`src/rtl/exception_ctrl.sv`:
```
// Exception/interrupt controller for the multicycle MIPS core: prioritises traps and
// maskable level IRQs, saves EPC/cause, redirects the PC to per-cause vectors, handles ERET.
module exception_ctrl #(
  parameter int              N_IRQ         = 4,
  parameter int              XLEN          = 32,
  parameter logic [XLEN-1:0] VECTOR_BASE   = 32'h0000_0100,
  parameter int unsigned     VECTOR_STRIDE = 4
) (
  input  logic             i_clock,
  input  logic             i_reset,
  input  logic [N_IRQ-1:0] i_irq,
  input  logic             i_exc_opcode,
  input  logic             i_exc_overflow,
  input  logic             i_instr_boundary,
  input  logic [XLEN-1:0]  i_pc_cur,
  input  logic             i_eret,
  input  logic             i_mask_wr,
  input  logic [N_IRQ-1:0] i_mask_wdata,
  output logic             o_cpu_hold,
  output logic             o_pc_override_valid,
  output logic [XLEN-1:0]  o_pc_override,
  output logic [XLEN-1:0]  o_epc,
  output logic [7:0]       o_cause,
  output logic             o_in_handler,
  output logic [N_IRQ-1:0] o_mask,
  output logic             o_double_fault
);

  typedef enum logic [2:0] {
    S_RUN,
    S_SAVE,
    S_VECTOR,
    S_HANDLER,
    S_RETURN,
    S_HALT
  } state_t;

  state_t           r_state;
  state_t           w_state_next;
  logic [XLEN-1:0]  r_epc;
  logic [7:0]       r_cause;
  logic [N_IRQ-1:0] r_mask;

  logic             w_sync_exc;
  logic [N_IRQ-1:0] w_irq_active;
  logic             w_irq_hit;
  logic [7:0]       w_irq_code;
  logic [7:0]       w_take_code;
  logic [XLEN-1:0]  w_vector;

  assign w_sync_exc   = i_exc_opcode | i_exc_overflow;
  assign w_irq_active = i_irq & r_mask;
  assign w_irq_hit    = |w_irq_active;

  // Scan from the top so the lowest active line wins.
  always_comb begin
    w_irq_code = 8'd0;
    for (int i = N_IRQ - 1; i >= 0; i--) begin
      if (w_irq_active[i]) w_irq_code = 8'(i + 2);
    end
  end

  assign w_take_code = i_exc_opcode   ? 8'd0 :
                       i_exc_overflow ? 8'd1 : w_irq_code;

  assign w_vector = VECTOR_BASE + (XLEN'(r_cause) * XLEN'(VECTOR_STRIDE));

  always_comb begin
    w_state_next        = r_state;
    o_cpu_hold          = 1'b0;
    o_pc_override_valid = 1'b0;
    o_pc_override       = '0;
    o_in_handler        = 1'b0;
    o_double_fault      = 1'b0;
    case (r_state)
      S_RUN: begin
        if (w_sync_exc || (i_instr_boundary && w_irq_hit)) w_state_next = S_SAVE;
      end
      S_SAVE: begin
        o_cpu_hold   = 1'b1;
        w_state_next = S_VECTOR;
      end
      S_VECTOR: begin
        o_cpu_hold          = 1'b1;
        o_pc_override_valid = 1'b1;
        o_pc_override       = w_vector;
        w_state_next        = S_HANDLER;
      end
      S_HANDLER: begin
        o_in_handler = 1'b1;
        if (w_sync_exc)  w_state_next = S_HALT;
        else if (i_eret) w_state_next = S_RETURN;
      end
      S_RETURN: begin
        o_cpu_hold          = 1'b1;
        o_pc_override_valid = 1'b1;
        o_pc_override       = r_epc;
        o_in_handler        = 1'b1;
        w_state_next        = w_sync_exc ? S_HALT : S_RUN;
      end
      S_HALT: begin
        o_cpu_hold     = 1'b1;
        o_double_fault = 1'b1;
      end
      default: w_state_next = S_RUN;
    endcase
  end

  // Cause and EPC are captured on the request edge so they are already valid during SAVE.
  always_ff @(posedge i_clock) begin
    if (i_reset) begin
      r_state <= S_RUN;
      r_epc   <= '0;
      r_cause <= 8'd0;
      r_mask  <= '0;
    end else begin
      r_state <= w_state_next;
      if (r_state == S_RUN && w_state_next == S_SAVE) begin
        r_cause <= w_take_code;
        r_epc   <= w_sync_exc ? (i_pc_cur - XLEN'(4)) : i_pc_cur;
      end
      if (w_state_next == S_HALT && r_state != S_HALT) r_cause <= 8'hFF;
      if (i_mask_wr && r_state != S_HALT) r_mask <= i_mask_wdata;
    end
  end

  assign o_epc   = r_epc;
  assign o_cause = r_cause;
  assign o_mask  = r_mask;

endmodule

```
`config.mk`:
```
export PLATFORM = sky130hd
export DESIGN_NAME = exception_ctrl
export DESIGN_NICKNAME = d
export VERILOG_FILES = /design/src/rtl/exception_ctrl.sv
export SDC_FILE = /design/constraint.sdc
export NUM_CORES = 1
export LEC_CHECK = 0
export ABC_AREA = 1
export BUFFER_PORTS_ARGS = -buffer_cell sky130_fd_sc_hd__buf_4
export CAP_MARGIN = 20
export CELL_PAD_IN_SITES_DETAIL_PLACEMENT = 1
export CELL_PAD_IN_SITES_GLOBAL_PLACEMENT = 1
export CORE_MARGIN = 2
export CORE_UTILIZATION = 33
export CTS_CLUSTER_DIAMETER = 150
export CTS_CLUSTER_SIZE = 16
export DETAILED_ROUTE_END_ITERATION = 10
export PLACE_DENSITY = 0.81
export SLEW_MARGIN = 20
export SYNTH_ARGS = -nofsm -noshare
export SYNTH_HDL_FRONTEND = slang
export SYNTH_SLANG_ARGS = --single-unit
```
`constraint.sdc`:
```
create_clock -name i_clock -period 1.8 [get_ports i_clock]
set_input_delay 0.36 -clock i_clock [delete_from_list [all_inputs] [get_ports i_clock]]
set_output_delay 0.36 -clock i_clock [all_outputs]
set_load 0.02 [all_outputs]
```
==> qor.txt <==
CTS buffer count: 5
routed vias: 3744
synthesis warning total: 0
number of flops mapped to enable cells by yosys: 0
maximum VDD drop: 0.400 mV
initial antenna violation count: 0
total grt overflow: 0
Post-Place Cells: 774
first-pass GRT wire length: 18700 µm
fin crit period: 1790 ps
Net Sw Frac: 0.442
Antenna Cells: 0
Placer Congestion: 0.872
area overhead of the layout relative to synthesis: 41.4%
antenna-violating nets left: 0
fin crit share: 0.993
H-tree levels: 2
Post-synth top cells: 116 x nand2_1, 91 x nor2_1, 69 x inv_1
Mapped Cells: 511
most common flop cell mapped by yosys: dfxtp_1
DR iter-0 viols: 95
worst path buffer plus inverter count: 3
Worst slew margin: 0.641
post-layout instance area: 4570 µm²
final setup vio count: 0
drt wl/cell: 15.6 µm
clock slew at reported path FFs: 90 ps
fill count: 1335
nets: 699
setup TNS: 0 ps
Achievable Freq: 560 MHz
post-synth top area cell: dfxtp_1
sequential share of power: 0.337
Clock Sinks: 43
total die area: 10600 µm²
Tightest Hold Check Type: input pin to register
pin count of the biggest net entering global routing: 38
synth unique cells: 36
Int Pwr: 0.00220 W
CP delay by family, top: buffers and inverters
HPWL after DPL: 10100 µm
top-count cell post-synth: nand2_1
pwr/cell area: 862 nW/µm²
Tot GR Track Use: 0.225
nature of the critical path endpoint: output port
Non-Filler Instances: 785
total of max-cap violations: 0
cell depth of the worst min-delay path: 3
Tot Pwr: 0.00394 W
cell mode on critical path: buf_4
largest stage delay on the critical path: 390 ps
top post-synthesis cells by area: dfxtp_1 27%, nand2_1 13%, nor2_1 11%, inv_1 8.0%, nand3_1 5.0%
Synth Net Count: 559
Worst Path Arrival: 1430 ps
# rows: 36
number of synthesized register bits: 43
register area share after synthesis: 0.266
Crit path required time: 1440 ps
Multi-input gate area: 1950 µm²
layout cells sized above 1: 0.350
Die Span X: 103 µm
combinational share of power: 0.499
clock share of power: 0.164
CTS tree: yes
Reg area: 866 µm²
critical path class: register to output port
die height: 103 µm
status: finished clean
Synth Cell Area: 3230 µm²
root buffer cell: clkbuf_8
post-synth top area share: 0.266
Critical Path Start Type: register
Crit Path Max Fanout: 6
Net Switching: 0.00174 W
RSZ-0062 raised after global routing: yes
DR DRC count: 0
Least-Margin Pin Slew: 537 ps
Post-Route WL: 12200 µm
Leak: 2.20 nW
crit-path cells: buf_4, nor2_4, buf_4, a32o_1, buf_4
core area: 9640 µm²
Starting Density: 0.335
DP Area: 4380 µm²
first drt pass iteration count: 4
Ports: 127
Longest Clk Path Bufs: 2
asr flop ratio synth: 0
mean number of vias per cell: 4.77
instance count on the critical path: 5
critical path's slowest cell: dfxtp_1
r2r worst-path depth: 10
input/output buffers: 126
Mean Syn Cell Area: 6.32 µm²
worst skew pair latency: 310 ps
worst hold slack: 314 ps
clock skew: 5.09 ps
Final Slew Violations: 0
Hold Fails Final Rpt: 0
vias in the first global route: 3754
final cells by class:
class	instances	share of cell area
multi-input combinational	372	0.427
timing repair buffer	153	0.263
sequential	43	0.189
inverter	76	0.0641
tap	133	0.0364
clock buffer	5	0.0151
clock inverter	3	0.00438
layer usage:
layer | vias to the layer above | wire length (µm) | global-route usage
li1 | 1879 | - | -
met1 | 1777 | 5550 | 0.293
met2 | 79 | 6090 | 0.401
met3 | 9 | 486 | 0.0285
met4 | 0 | 101 | 0.0455
met5 | - | 0 | 0
flip-flops by register name, summed over array words and instances, names as in the netlist:
signal and flops:
o_epc 32, o_cause 4, o_mask 4, r_state 3
cell usage in the layout (no fill, tap or decap), types with 2 or more instances in the layout:
master / synthesis / routed
xor2_1: 6 / 6
a21oi_2: 12 / 12
inv_2: 6 / 6
nor2_2: 11 / 13
nand3_4: 3 / 3
nand3_2: 5 / 6
nor3_1: 2 / 2
nand2_4: 2 / 3
inv_1: 69 / 69
buf_12: 1 / 2
buf_6: 6 / 3
buf_4: 5 / 147
a32o_1: 2 / 2
nand3_1: 32 / 31
dfxtp_1: 43 / 41
clkbuf_8: 0 / 5
a31oi_1: 3 / 3
a21oi_1: 18 / 18
nor2_1: 91 / 87
clkinvlp_4: 0 / 2
nand2_1: 116 / 114
nand2_2: 6 / 7
nor2_4: 7 / 9
xnor2_1: 5 / 5
o21ai_1: 14 / 15
o21ai_0: 20 / 19
nand4_1: 9 / 9
what timing repair did:
item | CTS | global route
gates resized for setup | 10 | 10
pin swaps | 1 | 2
gates cloned | 0 | 1
endpoints found under the setup margin | 34 | 32
hold buffers | 0 | 0
buffers inserted | 0 | 2
logic make-up (layout without fill, tap and decap cells):
kind of cell,Yosys count,in the layout,share of synthesized area
XOR/XNOR,11,11,0.0298
flip-flops,43,43,0.266
adder cells (fa/ha/maj),1,1,0.00387
AND/OR/NAND/NOR,286,286,0.415
AO/OA/AOI/OAI,74,74,0.145
buffers and inverters,96,237,0.140
tightest hold or removal path, stage by stage:
cell     delay [ps]
buf_4            80
o21ai_0          70
nor2_1           80
final timing paths:
check / end / slack (ps) / from
min: o_mask[2] / 310 / i_mask_wdata[2]
max reg2reg: o_cause[1] / 210 / r_state[1]
max: o_pc_override[3] / 10 / r_state[0]
min reg2reg: o_epc[0] / 490 / o_epc[0]
power by group through the flow:
stage | Clock, W | Combinational (W) | Sequential, W
after CTS | 0.000655 | 0.00194 | 0.00133
after floorplan | 0 | 0.000973 | 0.00154
after global routing | 0.000695 | 0.00214 | 0.00135
final | 0.000646 | 0.00197 | 0.00133
after global placement | 0 | 0.00186 | 0.00134
after detailed placement | 0 | 0.00191 | 0.00134
through the flow:
step                setup slack [ps]  utilization
global route                   -31.7        0.474
detailed placement              1.04        0.454
finish                          13.5        0.474
CTS                             3.41        0.466
global placement                71.6        0.454
floorplan                        152            -
Note: power is estimated with default switching activity, not from simulation.
